==> src/rtl/counter_sched_pkg.sv <==
// Shared types and helpers for the counter scheduler.
package counter_sched_pkg;

  typedef enum logic [1:0] {
    IDLE   = 2'd0,
    LAUNCH = 2'd1,
    WAIT   = 2'd2,
    FINISH = 2'd3
  } sched_state_t;

  // Default count width; matches the shared counter.
  localparam int CNT_WIDTH_DEF = 7;

  // Width of a requester index; never narrower than one bit.
  function automatic int id_width(input int n);
    return (n > 1) ? $clog2(n) : 1;
  endfunction

endpackage

==> src/rtl/counter_scheduler_rr_arbiter.sv <==
// Combinational round-robin pick: first set request at or above ptr, wrapping.
module rr_arbiter
  import counter_sched_pkg::*;
#(
  parameter  int NUM_REQ = 4,
  localparam int ID_W    = id_width(NUM_REQ)
) (
  input  logic [NUM_REQ-1:0] req,
  input  logic [ID_W-1:0]    ptr,
  output logic [NUM_REQ-1:0] gnt,
  output logic [ID_W-1:0]    gnt_id
);

  logic            found;
  logic [ID_W-1:0] idx;

  // Scan NUM_REQ positions starting at ptr; first hit wins.
  always_comb begin
    gnt    = '0;
    gnt_id = '0;
    found  = 1'b0;
    idx    = '0;
    for (int i = 0; i < NUM_REQ; i++) begin
      idx = ID_W'((int'(ptr) + i) % NUM_REQ);
      if (!found && req[idx]) begin
        found    = 1'b1;
        gnt[idx] = 1'b1;
        gnt_id   = idx;
      end
    end
  end

endmodule

==> src/rtl/counter_scheduler.sv <==
// Shares one counter between NUM_REQ requesters: round-robin grant, launch,
// wait for done with a watchdog, then return done/err to the owner.
module counter_scheduler
  import counter_sched_pkg::*;
#(
  parameter  int NUM_REQ   = 4,
  parameter  int CNT_WIDTH = CNT_WIDTH_DEF,
  parameter  int TIMEOUT   = 1023,
  localparam int ID_W      = id_width(NUM_REQ),
  localparam int WD_W      = $clog2(TIMEOUT + 1)
) (
  input  logic                         clk,
  input  logic                         rst,
  input  logic [NUM_REQ-1:0]           req_i,
  input  logic [NUM_REQ*CNT_WIDTH-1:0] cnt_val_i,
  output logic [NUM_REQ-1:0]           ack_o,
  output logic [NUM_REQ-1:0]           done_o,
  output logic [NUM_REQ-1:0]           err_o,
  output logic                         busy_o,
  output logic [ID_W-1:0]              grant_id_o,
  output logic                         ctr_start_o,
  output logic [CNT_WIDTH-1:0]         ctr_cnt_val_o,
  input  logic                         ctr_done_i
);

  sched_state_t         state;
  logic [ID_W-1:0]      ptr;
  logic [WD_W-1:0]      wd;
  logic [NUM_REQ-1:0]   gnt;
  logic [ID_W-1:0]      gnt_id;
  logic [CNT_WIDTH-1:0] win_val;
  logic [NUM_REQ-1:0]   id_mask;

  rr_arbiter #(.NUM_REQ(NUM_REQ)) u_arb (
    .req    (req_i),
    .ptr    (ptr),
    .gnt    (gnt),
    .gnt_id (gnt_id)
  );

  // Candidate value of the current arbitration winner.
  always_comb begin
    win_val = cnt_val_i[int'(gnt_id)*CNT_WIDTH +: CNT_WIDTH];
  end

  // One-hot of the owner; grant_id_o doubles as the latched owner id.
  assign id_mask = NUM_REQ'(1) << grant_id_o;

  // Scheduler FSM; pulse outputs default low each cycle.
  always_ff @(posedge clk or posedge rst) begin
    if (rst) begin
      state         <= IDLE;
      ptr           <= '0;
      wd            <= '0;
      ack_o         <= '0;
      done_o        <= '0;
      err_o         <= '0;
      busy_o        <= 1'b0;
      grant_id_o    <= '0;
      ctr_start_o   <= 1'b0;
      ctr_cnt_val_o <= '0;
    end else begin
      ack_o       <= '0;
      done_o      <= '0;
      err_o       <= '0;
      ctr_start_o <= 1'b0;
      case (state)
        IDLE: begin
          if (|req_i) begin
            state         <= LAUNCH;
            busy_o        <= 1'b1;
            grant_id_o    <= gnt_id;
            ctr_cnt_val_o <= win_val;
            ack_o         <= gnt;
            // A zero-length job never touches the counter.
            ctr_start_o   <= (win_val != '0);
          end
        end
        LAUNCH: begin
          wd <= '0;
          if (ctr_cnt_val_o != '0) begin
            state <= WAIT;
          end else begin
            state  <= FINISH;
            done_o <= id_mask;
          end
        end
        WAIT: begin
          // Done takes priority over a same-cycle timeout.
          if (ctr_done_i) begin
            state  <= FINISH;
            done_o <= id_mask;
          end else if (wd == WD_W'(TIMEOUT)) begin
            state  <= FINISH;
            done_o <= id_mask;
            err_o  <= id_mask;
          end else begin
            wd <= wd + 1'b1;
          end
        end
        FINISH: begin
          state  <= IDLE;
          busy_o <= 1'b0;
          ptr    <= (grant_id_o == ID_W'(NUM_REQ - 1)) ? '0 : ID_W'(grant_id_o + 1'b1);
        end
        default: state <= IDLE;
      endcase
    end
  end

endmodule

==> config.mk <==
export PLATFORM = sky130hd
export DESIGN_NAME = counter_scheduler
export DESIGN_NICKNAME = d
export VERILOG_FILES = /design/src/rtl/counter_sched_pkg.sv /design/src/rtl/counter_scheduler_rr_arbiter.sv /design/src/rtl/counter_scheduler.sv
export SDC_FILE = /design/constraint.sdc
export NUM_CORES = 1
export LEC_CHECK = 0
export ABC_AREA = 1
export CAP_MARGIN = 10
export CELL_PAD_IN_SITES_DETAIL_PLACEMENT = 0
export CELL_PAD_IN_SITES_GLOBAL_PLACEMENT = 1
export CORE_MARGIN = 3
export CORE_UTILIZATION = 40
export DETAILED_ROUTE_END_ITERATION = 16
export HOLD_SLACK_MARGIN = 0.02
export PLACE_DENSITY_LB_ADDON = 0.1
export SETUP_SLACK_MARGIN = 0.1
export SKIP_LAST_GASP = 1
export SYNTH_ARGS = -nofsm -noshare
export SYNTH_HDL_FRONTEND = slang
export SYNTH_SLANG_ARGS = --single-unit
==> constraint.sdc <==
create_clock -name clk -period 5.67 [get_ports clk]
set_clock_uncertainty 0.15 [all_clocks]
set_input_delay 1.701 -clock clk [delete_from_list [all_inputs] [get_ports clk]]
set_output_delay 1.701 -clock clk [all_outputs]
set_load 0.05 [all_outputs]
==> flow_summary.toml <==
[sta]
finalCriticalPeriod_ns = 3.756
timing.fmax_mhz = 266.2
drv_slew = 0
finalSetupViolCount = 0
rsz0062_at_grt = "false"
hold_violations = 0
worst_pin_slew_ns = 0.7190
final.setup.tns_ns = 0
hold_slack_ns = 0.3560
maxSlewHeadroom_pct = 51.89
fin_crit_sh_pct = 66.25

[clock_network]
htree_levels = 2
clock-sinks = 37
ctsResizeCount = 0
cts_inserted_buffers = 5
clk_pin_slew_ns = 0.07
clockBufferDepth = 2
worstSkewPairLatency_ns = 0.28
cts_root_buf = "clkbuf_8"
cts_hold_buf = 0
postCtsSetupBuffers = 0
cts_tree = "built"

[drt]
drt_iter0_drc = 108
vias_per_cell = 4.796
wl_um = 5391
vias = 2187
firstDrtPassIters = 4
drtAntennaViolNets = 0
post-route-drc-count = 0
wl_per_cell_um = 11.82

[power]
power_density_nw_per_um2 = 593.9
power_mw = 1.926
peakVddDrop_mv = 0.2590
leakage_nw = 1.606

[placed_design]
placed_cells = 448
dp_hpwl_um = 4481
gp_congestion = 0.8309
place.port_buffers = 57

[die]
die-area_um2 = 7322
initial_core_util_pct = 42.03
dieWidth_um = 85.57
io_pins = 58
coreArea_um2 = 6026
row_count = 28
die_y_um = 85.57

[synth]
postSynthCellCount = 319
syn-num-nets = 370
syn_area_per_cell_um2 = 7.939
synth_commonest_cells = "62 x nand2_1, 52 x inv_1, 37 x dfrtp_1, 29 x nand3_1, 28 x nor2_1"
syn_area_um2 = 2532
yosys_warnings = 0
synthTopCellsByArea = "dfrtp_1 37%, nand2_1 9.2%, ha_1 7.9%"
ys_types = 36
synth_top_area_share_pct = 36.56
ys.flop_type = "dfrtp_1"
synth_edf_count = 0
yosysMostFrequentCell = "nand2_1"
ys_seq_elements = 37
synth_seq_area_share_pct = 36.56
synth_top_area_cell = "dfrtp_1"
postSynth.asyncResetShare_pct = 100.0

[critical_path]
setup.worst_path.class = "in2reg"
endpoint_kind = "flop"
cp.arrival_ns = 3.78
cp_max_fo = 15
cp-start-kind = "primary input"
cp.required_ns = 5.69

[finish]
antenna_cells = 0
area_growth_syn_to_layout_pct = 28.06
drive_above_1_share_pct = 12.07
finalNetCount = 431
fin_cells = 456
fillers = 614

[grt]
gr-total-overflow = 0
antenna_found_initial = 0
grt_max_degree = 30
grt_pass1_wl_um = 9246
track_usage_pct = 15.35
first_global_vias = 2089

[run]
maxCapViolCount = 0

[run_status]
status = "finished clean"

[min_path]
hp-class = "reg2reg"
[layout by cell type (no fill, tap or decap), types with 8 or more instances in the layout]
| cell type | netlist | routed |
|---|---|---|
| clkdlybuf4s50_1 | 0 | 57 |
| o21ai_0 | 10 | 10 |
| ha_1 | 16 | 16 |
| dfrtp_1 | 37 | 37 |
| nand3_1 | 29 | 29 |
| inv_1 | 52 | 52 |
| nand2_4 | 8 | 8 |
| nand2_2 | 13 | 13 |
| nor2_1 | 28 | 28 |
| nand2_1 | 62 | 62 |
[metal layers]
layer / vias up / routed length, µm / part of all wire (%) / GRT usage (%)
met5: - / 0 / 0 / 0
li1: 1152 / - / - / -
met3: 4 / 269 / 5.0 / 2.402
met2: 55 / 2558 / 47 / 26.55
met1: 976 / 2527 / 47 / 20.06
met4: 0 / 36 / 0.67 / 3.885
[per-stage QoR]
step	area [µm²]	worst slack [ns]	util [%]
after floorplan	2532	2.485	-
after global placement	3161	1.667	52.45
after detailed placement	3161	1.616	52.45
after CTS	3243	1.919	53.82
after global routing	3243	1.751	53.82
final	3243	1.914	53.82
[logic make-up after synthesis]
logic type                 Yosys count  synth area share (%)
and+or+nand+nor                    170                 35.87
buffers and inverters               61                 10.82
DFF                                 37                 36.56
AOI/OAI and AO/OA                   33                 8.153
adders and majority gates           16                 7.905
xor gates and xnor gates             2                0.6918
[sequential cells by signal, indices dropped and copies added, names as in the netlist]
register / flops
wd: 10
ctr_cnt_val_o: 7
ack_o: 4
done_o: 4
err_o: 4
grant_id_o: 2
ptr: 2
state: 2
busy_o: 1
ctr_start_o: 1
[cell type report]
| type | count | area [µm²] | area share (%) |
|---|---|---|---|
| Clock inverter | 2 | 10.01 | 0.3086 |
| Multi-Input combinational cell | 221 | 1333 | 41.09 |
| Clock buffer | 6 | 72.57 | 2.238 |
| Tap cell | 75 | 93.84 | 2.894 |
| Timing Repair Buffer | 59 | 585.6 | 18.06 |
| Sequential cell | 37 | 925.9 | 28.55 |
| Inverter | 56 | 222.7 | 6.867 |
[worst max-delay path: stages]
cell and delay (ns):
clkdlybuf4s50_1 0.46, inv_1 0.10, nand2_1 0.07, nand3_2 0.15
nand2_8 0.09, nor2_8 0.14, nand4_4 0.21, nand2_4 0.28
nand2_1 0.08, nand3_1 0.10, nand2_1 0.07, nor2_1 0.13
nand2_1 0.06, nor2_1 0.09, nor2_1 0.04
[final timing paths]
path,slack (ns),end,cells after the start,start
hold / removal,0.36,wd[0],1,wd[0]
max in group asynchronous,3.18,done_o[1],3,rst
setup / recovery,1.91,ctr_start_o,15,req_i[3]
setup reg to reg,2.63,ctr_start_o,16,ptr[0]
min in group asynchronous,1.51,ctr_cnt_val_o[5],2,rst
hold reg to reg,0.36,wd[0],1,wd[0]
[where the power goes]
group	internal (mW)	leakage [nW]	switching (mW)	total (mW)
clock network	0.0851	0.0450	0.0889	0.174
registers	0.342	0.482	0.0785	0.420
logic	0.443	1.08	0.889	1.33
Power figures use the tool's default switching activity.
